===== src/rtl/cv32e40p_cnn_tile_engine_if.sv =====
// rtl/cv32e40p_cnn_tile_engine_if.sv - command, pixel-stream and result bundle for the CNN tile engine
//
// Signal groups:
//   cmd_*   : command handshake (valid/ready), opcode and two 32-bit arguments
//   din_*   : tile pixel stream into the engine, raster order
//   dout_*  : saturated convolution results out of the engine, with raster index
//   result_o: max-pooled scalar
//   done_o / err_o : single-cycle completion / rejection pulses
// Modports: master drives commands and pixels; slave is the engine.
interface cv32e40p_cnn_tile_engine_if #(
  parameter int DATA_W = 16,
  parameter int OUT_W  = 32
);
  logic                     cmd_valid_i;
  logic                     cmd_ready_o;
  logic [2:0]               cmd_op_i;
  logic [31:0]              cmd_arg0_i;
  logic [31:0]              cmd_arg1_i;
  logic                     din_valid_i;
  logic                     din_ready_o;
  logic signed [DATA_W-1:0] din_i;
  logic                     dout_valid_o;
  logic                     dout_ready_i;
  logic signed [OUT_W-1:0]  dout_o;
  logic [5:0]               dout_idx_o;
  logic signed [OUT_W-1:0]  result_o;
  logic                     done_o;
  logic                     err_o;

  modport master (
    output cmd_valid_i, cmd_op_i, cmd_arg0_i, cmd_arg1_i, din_valid_i, din_i, dout_ready_i,
    input  cmd_ready_o, din_ready_o, dout_valid_o, dout_o, dout_idx_o, result_o, done_o, err_o
  );

  modport slave (
    input  cmd_valid_i, cmd_op_i, cmd_arg0_i, cmd_arg1_i, din_valid_i, din_i, dout_ready_i,
    output cmd_ready_o, din_ready_o, dout_valid_o, dout_o, dout_idx_o, result_o, done_o, err_o
  );
endinterface


===== src/rtl/cv32e40p_cnn_tile_engine.sv =====
// rtl/cv32e40p_cnn_tile_engine.sv - 3x3 valid-convolution tile engine with ReLU, streamed results and max-pool
//
// Ports:
//   clk, rst_n : clock, asynchronous active-low reset
//   bus        : cv32e40p_cnn_tile_engine_if.slave (command, pixel stream, result stream,
//                pooled scalar, done/err pulses)
// Parameters: DATA_W (weight/pixel width), IN_DIM (tile edge), OUT_W (result width).
// Optional feature: define CNN_MAXPOOL_EN to implement the MAXPOOL command and result_o;
// otherwise opcode 5 is rejected and result_o reads 0.
module cv32e40p_cnn_tile_engine #(
  parameter int DATA_W = 16,
  parameter int IN_DIM = 4,
  parameter int OUT_W  = 32
) (
  input logic                       clk,
  input logic                       rst_n,
  cv32e40p_cnn_tile_engine_if.slave bus
);
  localparam int OUT_DIM = IN_DIM - 2;
  localparam int NOUT    = OUT_DIM * OUT_DIM;
  localparam int NPIX    = IN_DIM * IN_DIM;
  localparam int PROD_W  = 2 * DATA_W;
  localparam int ACC_W   = 2 * DATA_W + 4;
  localparam int PIX_AW  = (NPIX > 1) ? $clog2(NPIX) : 1;
  localparam int ACC_AW  = (NOUT > 1) ? $clog2(NOUT) : 1;
  // Comparison width wide enough to hold both the accumulator and the output range.
  localparam int CW      = ((ACC_W > OUT_W) ? ACC_W : OUT_W) + 1;
  localparam logic signed [CW-1:0] SAT_MAX = {{(CW-OUT_W+1){1'b0}}, {(OUT_W-1){1'b1}}};
  localparam logic signed [CW-1:0] SAT_MIN = {{(CW-OUT_W+1){1'b1}}, {(OUT_W-1){1'b0}}};

  localparam logic [2:0] OP_LOAD_W    = 3'd1;
  localparam logic [2:0] OP_LOAD_TILE = 3'd2;
  localparam logic [2:0] OP_CONV      = 3'd3;
  localparam logic [2:0] OP_STORE     = 3'd4;
  localparam logic [2:0] OP_MAXPOOL   = 3'd5;
  localparam logic [2:0] OP_CLEAR     = 3'd6;

  typedef enum logic [1:0] {S_IDLE, S_LOAD, S_CALC, S_STORE} state_t;

  state_t                   state_q, state_d;
  logic [5:0]               cnt_q, cnt_d;     // beat / tap / result index, by state
  logic                     done_q, done_d, err_q, err_d;
  logic                     relu_q;
  logic                     w_we, tile_we, acc_clr, acc_we, relu_we, relu_last;
  logic signed [DATA_W-1:0] w_q    [9];
  logic signed [DATA_W-1:0] tile_q [NPIX];
  logic signed [ACC_W-1:0]  acc_q  [NOUT];
  logic signed [ACC_W-1:0]  acc_tap[NOUT];
  int                       ky, kx;
  logic                     unused_arg1;

  assign unused_arg1 = ^bus.cmd_arg1_i[31:DATA_W];

  // Clamp to the OUT_W range; degenerates to sign extension when OUT_W >= ACC_W.
  function automatic logic signed [OUT_W-1:0] sat(input logic signed [ACC_W-1:0] a);
    logic signed [CW-1:0] x;
    x = CW'(a);
    if (x > SAT_MAX) return SAT_MAX[OUT_W-1:0];
    if (x < SAT_MIN) return SAT_MIN[OUT_W-1:0];
    return x[OUT_W-1:0];
  endfunction

  // One kernel tap per CALC cycle, applied to every output position in parallel.
  always_comb begin
    logic signed [PROD_W-1:0] prod;
    logic [PIX_AW-1:0]        pix;
    ky   = (cnt_q >= 6'd6) ? 2 : (cnt_q >= 6'd3) ? 1 : 0;
    kx   = int'(cnt_q) - 3 * ky;
    prod = '0;
    pix  = '0;
    for (int r = 0; r < OUT_DIM; r++) begin
      for (int c = 0; c < OUT_DIM; c++) begin
        pix  = PIX_AW'((r + ky) * IN_DIM + c + kx);
        prod = tile_q[pix] * w_q[cnt_q[3:0]];
        // Tap 0 starts a fresh sum instead of needing a separate clear cycle.
        acc_tap[r*OUT_DIM+c] = ((cnt_q == 6'd0) ? '0 : acc_q[r*OUT_DIM+c]) + ACC_W'(prod);
      end
    end
  end

  assign relu_last = relu_q && (cnt_q == 6'd8);

`ifdef CNN_MAXPOOL_EN
  logic                    res_we;
  logic signed [OUT_W-1:0] result_q, pool_max;

  // Strict '>' keeps the lowest index on ties.
  always_comb begin
    pool_max = sat(acc_q[0]);
    for (int i = 1; i < NOUT; i++)
      if (sat(acc_q[i]) > pool_max) pool_max = sat(acc_q[i]);
  end

  always_ff @(posedge clk or negedge rst_n) begin
    if (!rst_n)       result_q <= '0;
    else if (acc_clr) result_q <= '0;
    else if (res_we)  result_q <= pool_max;
  end

  assign bus.result_o = result_q;
`else
  assign bus.result_o = '0;
`endif

  always_ff @(posedge clk or negedge rst_n) begin
    if (!rst_n) begin
      state_q <= S_IDLE;
      cnt_q   <= '0;
      done_q  <= 1'b0;
      err_q   <= 1'b0;
      relu_q  <= 1'b0;
    end else begin
      state_q <= state_d;
      cnt_q   <= cnt_d;
      done_q  <= done_d;
      err_q   <= err_d;
      if (relu_we) relu_q <= bus.cmd_arg0_i[0];
    end
  end

  always_comb begin
    state_d = state_q;
    cnt_d   = cnt_q;
    done_d  = 1'b0;
    err_d   = 1'b0;
    w_we    = 1'b0;
    tile_we = 1'b0;
    acc_clr = 1'b0;
    acc_we  = 1'b0;
    relu_we = 1'b0;
`ifdef CNN_MAXPOOL_EN
    res_we  = 1'b0;
`endif
    case (state_q)
      S_IDLE: if (bus.cmd_valid_i) begin
        cnt_d = '0;
        case (bus.cmd_op_i)
          OP_LOAD_W: begin
            if (bus.cmd_arg0_i > 32'd8) err_d = 1'b1;
            else begin w_we = 1'b1; done_d = 1'b1; end
          end
          OP_LOAD_TILE: state_d = S_LOAD;
          OP_CONV:      begin state_d = S_CALC; relu_we = 1'b1; end
          OP_STORE:     state_d = S_STORE;
`ifdef CNN_MAXPOOL_EN
          OP_MAXPOOL:   begin res_we = 1'b1; done_d = 1'b1; end
`endif
          OP_CLEAR:     begin acc_clr = 1'b1; done_d = 1'b1; end
          default:      err_d = 1'b1;
        endcase
      end
      S_LOAD: if (bus.din_valid_i) begin
        tile_we = 1'b1;
        if (cnt_q == 6'(NPIX - 1)) begin state_d = S_IDLE; done_d = 1'b1; end
        else cnt_d = cnt_q + 6'd1;
      end
      S_CALC: begin
        acc_we = 1'b1;
        if (cnt_q == 6'd8) begin state_d = S_IDLE; done_d = 1'b1; end
        else cnt_d = cnt_q + 6'd1;
      end
      S_STORE: if (bus.dout_ready_i) begin
        if (cnt_q == 6'(NOUT - 1)) begin state_d = S_IDLE; done_d = 1'b1; end
        else cnt_d = cnt_q + 6'd1;
      end
      default: state_d = S_IDLE;
    endcase
  end

  always_ff @(posedge clk or negedge rst_n) begin
    if (!rst_n) begin
      for (int i = 0; i < 9; i++)    w_q[i]    <= '0;
      for (int i = 0; i < NPIX; i++) tile_q[i] <= '0;
      for (int i = 0; i < NOUT; i++) acc_q[i]  <= '0;
    end else begin
      if (w_we)    w_q[bus.cmd_arg0_i[3:0]]   <= bus.cmd_arg1_i[DATA_W-1:0];
      if (tile_we) tile_q[cnt_q[PIX_AW-1:0]] <= bus.din_i;
      for (int i = 0; i < NOUT; i++) begin
        if (acc_clr)     acc_q[i] <= '0;
        else if (acc_we) acc_q[i] <= (relu_last && acc_tap[i][ACC_W-1]) ? '0 : acc_tap[i];
      end
    end
  end

  assign bus.cmd_ready_o  = (state_q == S_IDLE);
  assign bus.din_ready_o  = (state_q == S_LOAD);
  assign bus.dout_valid_o = (state_q == S_STORE);
  assign bus.dout_o       = (state_q == S_STORE) ? sat(acc_q[cnt_q[ACC_AW-1:0]]) : '0;
  assign bus.dout_idx_o   = (state_q == S_STORE) ? cnt_q : 6'd0;
  assign bus.done_o       = done_q;
  assign bus.err_o        = err_q;
endmodule


===== src/flat_wrapper.sv =====
// flat-port wrapper written by rule: the top's interface ports become plain ports
module cv32e40p_cnn_tile_engine_flat 
#(
  parameter int DATA_W = 16,
  parameter int IN_DIM = 4,
  parameter int OUT_W  = 32
)
  (clk, rst_n, bus_cmd_valid_i, bus_cmd_op_i, bus_cmd_arg0_i, bus_cmd_arg1_i, bus_din_valid_i, bus_din_i, bus_dout_ready_i, bus_cmd_ready_o, bus_din_ready_o, bus_dout_valid_o, bus_dout_o, bus_dout_idx_o, bus_result_o, bus_done_o, bus_err_o);
  cv32e40p_cnn_tile_engine_if #(.DATA_W(DATA_W), .OUT_W(OUT_W)) bus_i ();
  input logic clk;
  input logic rst_n;
  input wire logic [$bits(bus_i.cmd_valid_i)-1:0] bus_cmd_valid_i;
  input wire logic [$bits(bus_i.cmd_op_i)-1:0] bus_cmd_op_i;
  input wire logic [$bits(bus_i.cmd_arg0_i)-1:0] bus_cmd_arg0_i;
  input wire logic [$bits(bus_i.cmd_arg1_i)-1:0] bus_cmd_arg1_i;
  input wire logic [$bits(bus_i.din_valid_i)-1:0] bus_din_valid_i;
  input wire logic [$bits(bus_i.din_i)-1:0] bus_din_i;
  input wire logic [$bits(bus_i.dout_ready_i)-1:0] bus_dout_ready_i;
  output wire logic [$bits(bus_i.cmd_ready_o)-1:0] bus_cmd_ready_o;
  output wire logic [$bits(bus_i.din_ready_o)-1:0] bus_din_ready_o;
  output wire logic [$bits(bus_i.dout_valid_o)-1:0] bus_dout_valid_o;
  output wire logic [$bits(bus_i.dout_o)-1:0] bus_dout_o;
  output wire logic [$bits(bus_i.dout_idx_o)-1:0] bus_dout_idx_o;
  output wire logic [$bits(bus_i.result_o)-1:0] bus_result_o;
  output wire logic [$bits(bus_i.done_o)-1:0] bus_done_o;
  output wire logic [$bits(bus_i.err_o)-1:0] bus_err_o;
  assign bus_i.cmd_valid_i = bus_cmd_valid_i;
  assign bus_i.cmd_op_i = bus_cmd_op_i;
  assign bus_i.cmd_arg0_i = bus_cmd_arg0_i;
  assign bus_i.cmd_arg1_i = bus_cmd_arg1_i;
  assign bus_i.din_valid_i = bus_din_valid_i;
  assign bus_i.din_i = bus_din_i;
  assign bus_i.dout_ready_i = bus_dout_ready_i;
  assign bus_cmd_ready_o = bus_i.cmd_ready_o;
  assign bus_din_ready_o = bus_i.din_ready_o;
  assign bus_dout_valid_o = bus_i.dout_valid_o;
  assign bus_dout_o = bus_i.dout_o;
  assign bus_dout_idx_o = bus_i.dout_idx_o;
  assign bus_result_o = bus_i.result_o;
  assign bus_done_o = bus_i.done_o;
  assign bus_err_o = bus_i.err_o;
  cv32e40p_cnn_tile_engine #(.DATA_W(DATA_W), .IN_DIM(IN_DIM), .OUT_W(OUT_W)) u_core (.clk(clk), .rst_n(rst_n), .bus(bus_i));
endmodule

===== config.mk =====
export PLATFORM = sky130hd
export DESIGN_NAME = cv32e40p_cnn_tile_engine_flat
export DESIGN_NICKNAME = d
export VERILOG_FILES = /design/src/rtl/cv32e40p_cnn_tile_engine_if.sv /design/src/rtl/cv32e40p_cnn_tile_engine.sv /design/src/flat_wrapper.sv
export SDC_FILE = /design/constraint.sdc
export NUM_CORES = 2
export LEC_CHECK = 0
export BUFFER_PORTS_ARGS = -buffer_cell sky130_fd_sc_hd__buf_2
export CORE_MARGIN = 2
export CORE_UTILIZATION = 60
export CTS_BUF_LIST = sky130_fd_sc_hd__clkbuf_4 sky130_fd_sc_hd__clkbuf_8 sky130_fd_sc_hd__clkbuf_16
export DETAILED_ROUTE_END_ITERATION = 10
export PLACE_DENSITY = 0.77
export SETUP_SLACK_MARGIN = 0.02
export SYNTH_ARGS = -nofsm -noshare
export SYNTH_HDL_FRONTEND = slang
export SYNTH_SLANG_ARGS = --single-unit

===== constraint.sdc =====
create_clock -name clk -period 15.12 [get_ports clk]
set_input_delay 0.756 -clock clk [delete_from_list [all_inputs] [get_ports clk]]
set_output_delay 0.756 -clock clk [all_outputs]
set_load 0.02 [all_outputs]

==> metrics.txt <==
Buffers & Inverters on Critical Path=9; CP endpoint=u_core.acc_q[74]; global-route usage over all layers=0.355; nature of the critical path endpoint=register; Yosys reg bits=roughly 560; Total Power=between 10 and 15 mW; Num Clock Sinks=555; crit path DAT=14.92 ns; GR Overflow Total=0; Syn Inst Count=7488; highest metal used=met5; Worst-Skew Late Latency=about 0.7 ns; post-synth top area share=0.283; prevailing post-synth register cell=dfrtp_1; r2r endpoint=u_core.acc_q[74]; vias per cell=6.17; wire length of the first global-routing pass=341000 um; Worst Path Class, Setup=reg2reg; Critical Path Stages=50; largest cells by area after synthesis=fa_1 (28%), dfrtp_1 (19%), ha_1 (8.0%); Final Cycle Share=0.951; initial antenna violation count=13; chip width=~360 um; syn_area_per_cell=9.95 sq um; DR WL met3=24700 um; Req. time, crit path=15.66 ns; Crit. Startpoint=u_core.cnt_q[4]; pwr/cell area=175 nW/um^2; max incr delay on CP=~0.73 ns; r2r startpoint=u_core.cnt_q[4]; # nets final=between 9000 and 10000; Max Slew Vio Count=0; CP max stage cell=ha_1; cts-stage hold buffer count=0; chip height=roughly 360 um; Starting Density=0.603; Post-route DRC=0; Post-Place Cells=9033; Clock transition at path regs=0.09 ns; Worst Reg-to-Reg Cells=50; vias in the first global route=59713; # setup viols final=0; H-tree Lvls=3; routed wire length per instance=23.8 um; Layout area overhead=6.52%; fraction of registers with async set/reset=1.00; largest net degree at the start of global routing=174; gp weighted congestion=~1; Post-Route WL=218000 um; number of synthesized flops with an enable pin=0; TritonRoute pass-1 iters=5; WL met1=slightly below 80000 um; status=finished, final reports clean; total die area=127000 sq um; Leak=slightly below 40 nW; Final Util=0.643; Root Buffer Master=clkbuf_16; FMAX=slightly below 0.07 GHz; Fill cells=9418; Mapped Area=~74000 sq um; Max VDD drop=387 uV; Rows=129; DR WL met2=97000 um; Final Critical Period=14.37 ns; layout cells sized above 1=0.143; Final Hold Vio Count=0; TritonCTS Buffers=66; crit-path most repeated cell=fa_1; Final ANT Viol Nets=0; CP startpoint kind=register; I/O Buffers=~110; vias=56521; clock tree buffer depth=3; Worst path top cell family by delay=adder cells; count of different cell masters after synthesis=91; FF-to-FF setup slack=roughly 0.75 ns; Hold Path Class=in2async; clock tree from TritonCTS=yes; Seq/Total Area, Yosys=0.186; Final HPWL DP=166000 um; Core Box Area=~120000 sq um; Slew HR=0.105; Clock Skews=0.0637 ns; Worst-Margin Slew=1.33 ns; max_cap viols=0; Iter 0 DRT Violations=5350; Final Cell Area=79300 sq um; synth warn=0; unrepaired setup endpoints after global routing=false; crit-path max FO=35; Fin Setup TNS=0 ns; largest area contributor in the netlist=fa_1; io pins=163; non-filler cells, final=around 9200; Placement Cell Area=77000 sq um
placed cells by master (no fill, tap or decap), types with 62 or more instances in the layout:
master and n:
a21o_1 100, a21oi_1 203, a22o_1 108, and2_1 268
buf_2 113, buf_4 122, clkbuf_16 67, dfrtp_1 551
fa_1 1053, ha_1 478, inv_1 1228, mux2_2 416
mux4_2 218, nand2_1 821, nand2b_1 74, nand3_1 83
nor2_1 494, nor2b_1 70, o21a_1 91, o21ai_0 118
o21ai_1 74, xnor2_1 198, xor2_1 62
report_power, final:
group	switching, mW	total, mW	internal (mW)
logic	7.40	10.4	2.96
clock network	0.706	1.69	0.980
registers	0.160	1.81	1.65
Yosys cell counts, drive strengths merged (7+ instances only):
cell type and number:
nand4 17, mux2 416, xor2 66, a31oi 29, fa 1054, a41o 7, nor2 500, a21boi 7
xnor2 204, or2 23, mux4 218, a22o 108, nor4 13, nand3 83, o21a 91, inv 1230
buf 95, nand3b 7, o21ai 207, and4 9, dfrtp 555, nand2b 74, a31o 11, or3 12
ha 479, o211ai 10, nor2b 71, and2 268, clkbuf 267, mux2i 27, and3 20, a21o 100
a211oi 21, a21oi 206, o22ai 12, nand2 822, o21bai 27, o31ai 13, a32o 9, nor3 26
metrics by stage:
step,hold WS (ns),setup WS [ns]
6_report,0.158,0.746
3_5_place_dp,0.489,0.952
3_3_place_gp,0.482,1.11
2_1_floorplan,0.452,1.28
4_1_cts,0.192,0.855
5_1_grt,0.258,0.0395
registers in the layout, indices dropped and copies added, names as in the netlist:
signal and cells:
u_core.tile_q 256, u_core.cnt_q 6, u_core.state_q 2, u_core.relu_q 1
u_core.bus.err_o 1, u_core.bus.done_o 1, u_core.w_q 144, u_core.acc_q 144
cell type report:
cell class | count | area (sq um) | area share
diodes | 5 | 12.5 | 0.000158
clock buffers | 91 | 1940 | 0.0245
clock inverters | 26 | 328 | 0.00413
inverters | 1230 | 4620 | 0.0582
multi-input cells | 5372 | 54900 | 0.691
flip-flops and latches | 555 | 13900 | 0.175
well taps | 1637 | 2050 | 0.0258
repair buffers | 243 | 1640 | 0.0206
cells by family after synthesis:
| family | after synthesis | synth area share |
|---|---|---|
| muxes | 661 | 0.132 |
| adders and majority gates | 1533 | 0.364 |
| xor gates and xnor gates | 273 | 0.0329 |
| other | 1 | 0.0000503 |
| buffers and inverters | 1592 | 0.0830 |
| AOI/OAI and AO/OA | 921 | 0.0830 |
| DFF | 555 | 0.186 |
| and+or+nand+nor | 1952 | 0.118 |
per-layer routing:
metal  global-route usage  up-vias
met3                0.101      798
met2                0.542     2935
li1                     -    24153
met1                0.441    28619
met5              0.00259        -
met4                0.238       16
worst min-delay path by stage:
stage,startpoint,endpoint,cells after the start
2_1_floorplan,u_core.acc_q[111],u_core.acc_q[111],2
3_3_place_gp,u_core.w_q[103],u_core.w_q[103],1
3_5_place_dp,u_core.w_q[110],u_core.w_q[110],1
4_1_cts,rst_n,u_core.tile_q[85],1
5_1_grt,rst_n,u_core.tile_q[85],1
6_report,rst_n,u_core.tile_q[85],1
worst register-to-register path: cells and delay by family (launching register included):
| kind | cells | cell delay, ns |
|---|---|---|
| AO/OA/AOI/OAI | 14 | 4.15 |
| XOR/XNOR | 5 | 1.13 |
| adder cells (fa/ha/maj) | 11 | 5.11 |
| buffers and inverters | 9 | 1.19 |
| flip-flops | 1 | 0.43 |
| AND/OR/NAND/NOR | 11 | 2.26 |
what timing repair did:
item,4_1_cts,5_1_grt
endpoints found under the setup margin,0,35
setup buffers,0,4
resized for setup,0,1
No activity file was read; power rests on OpenSTA's default activity.
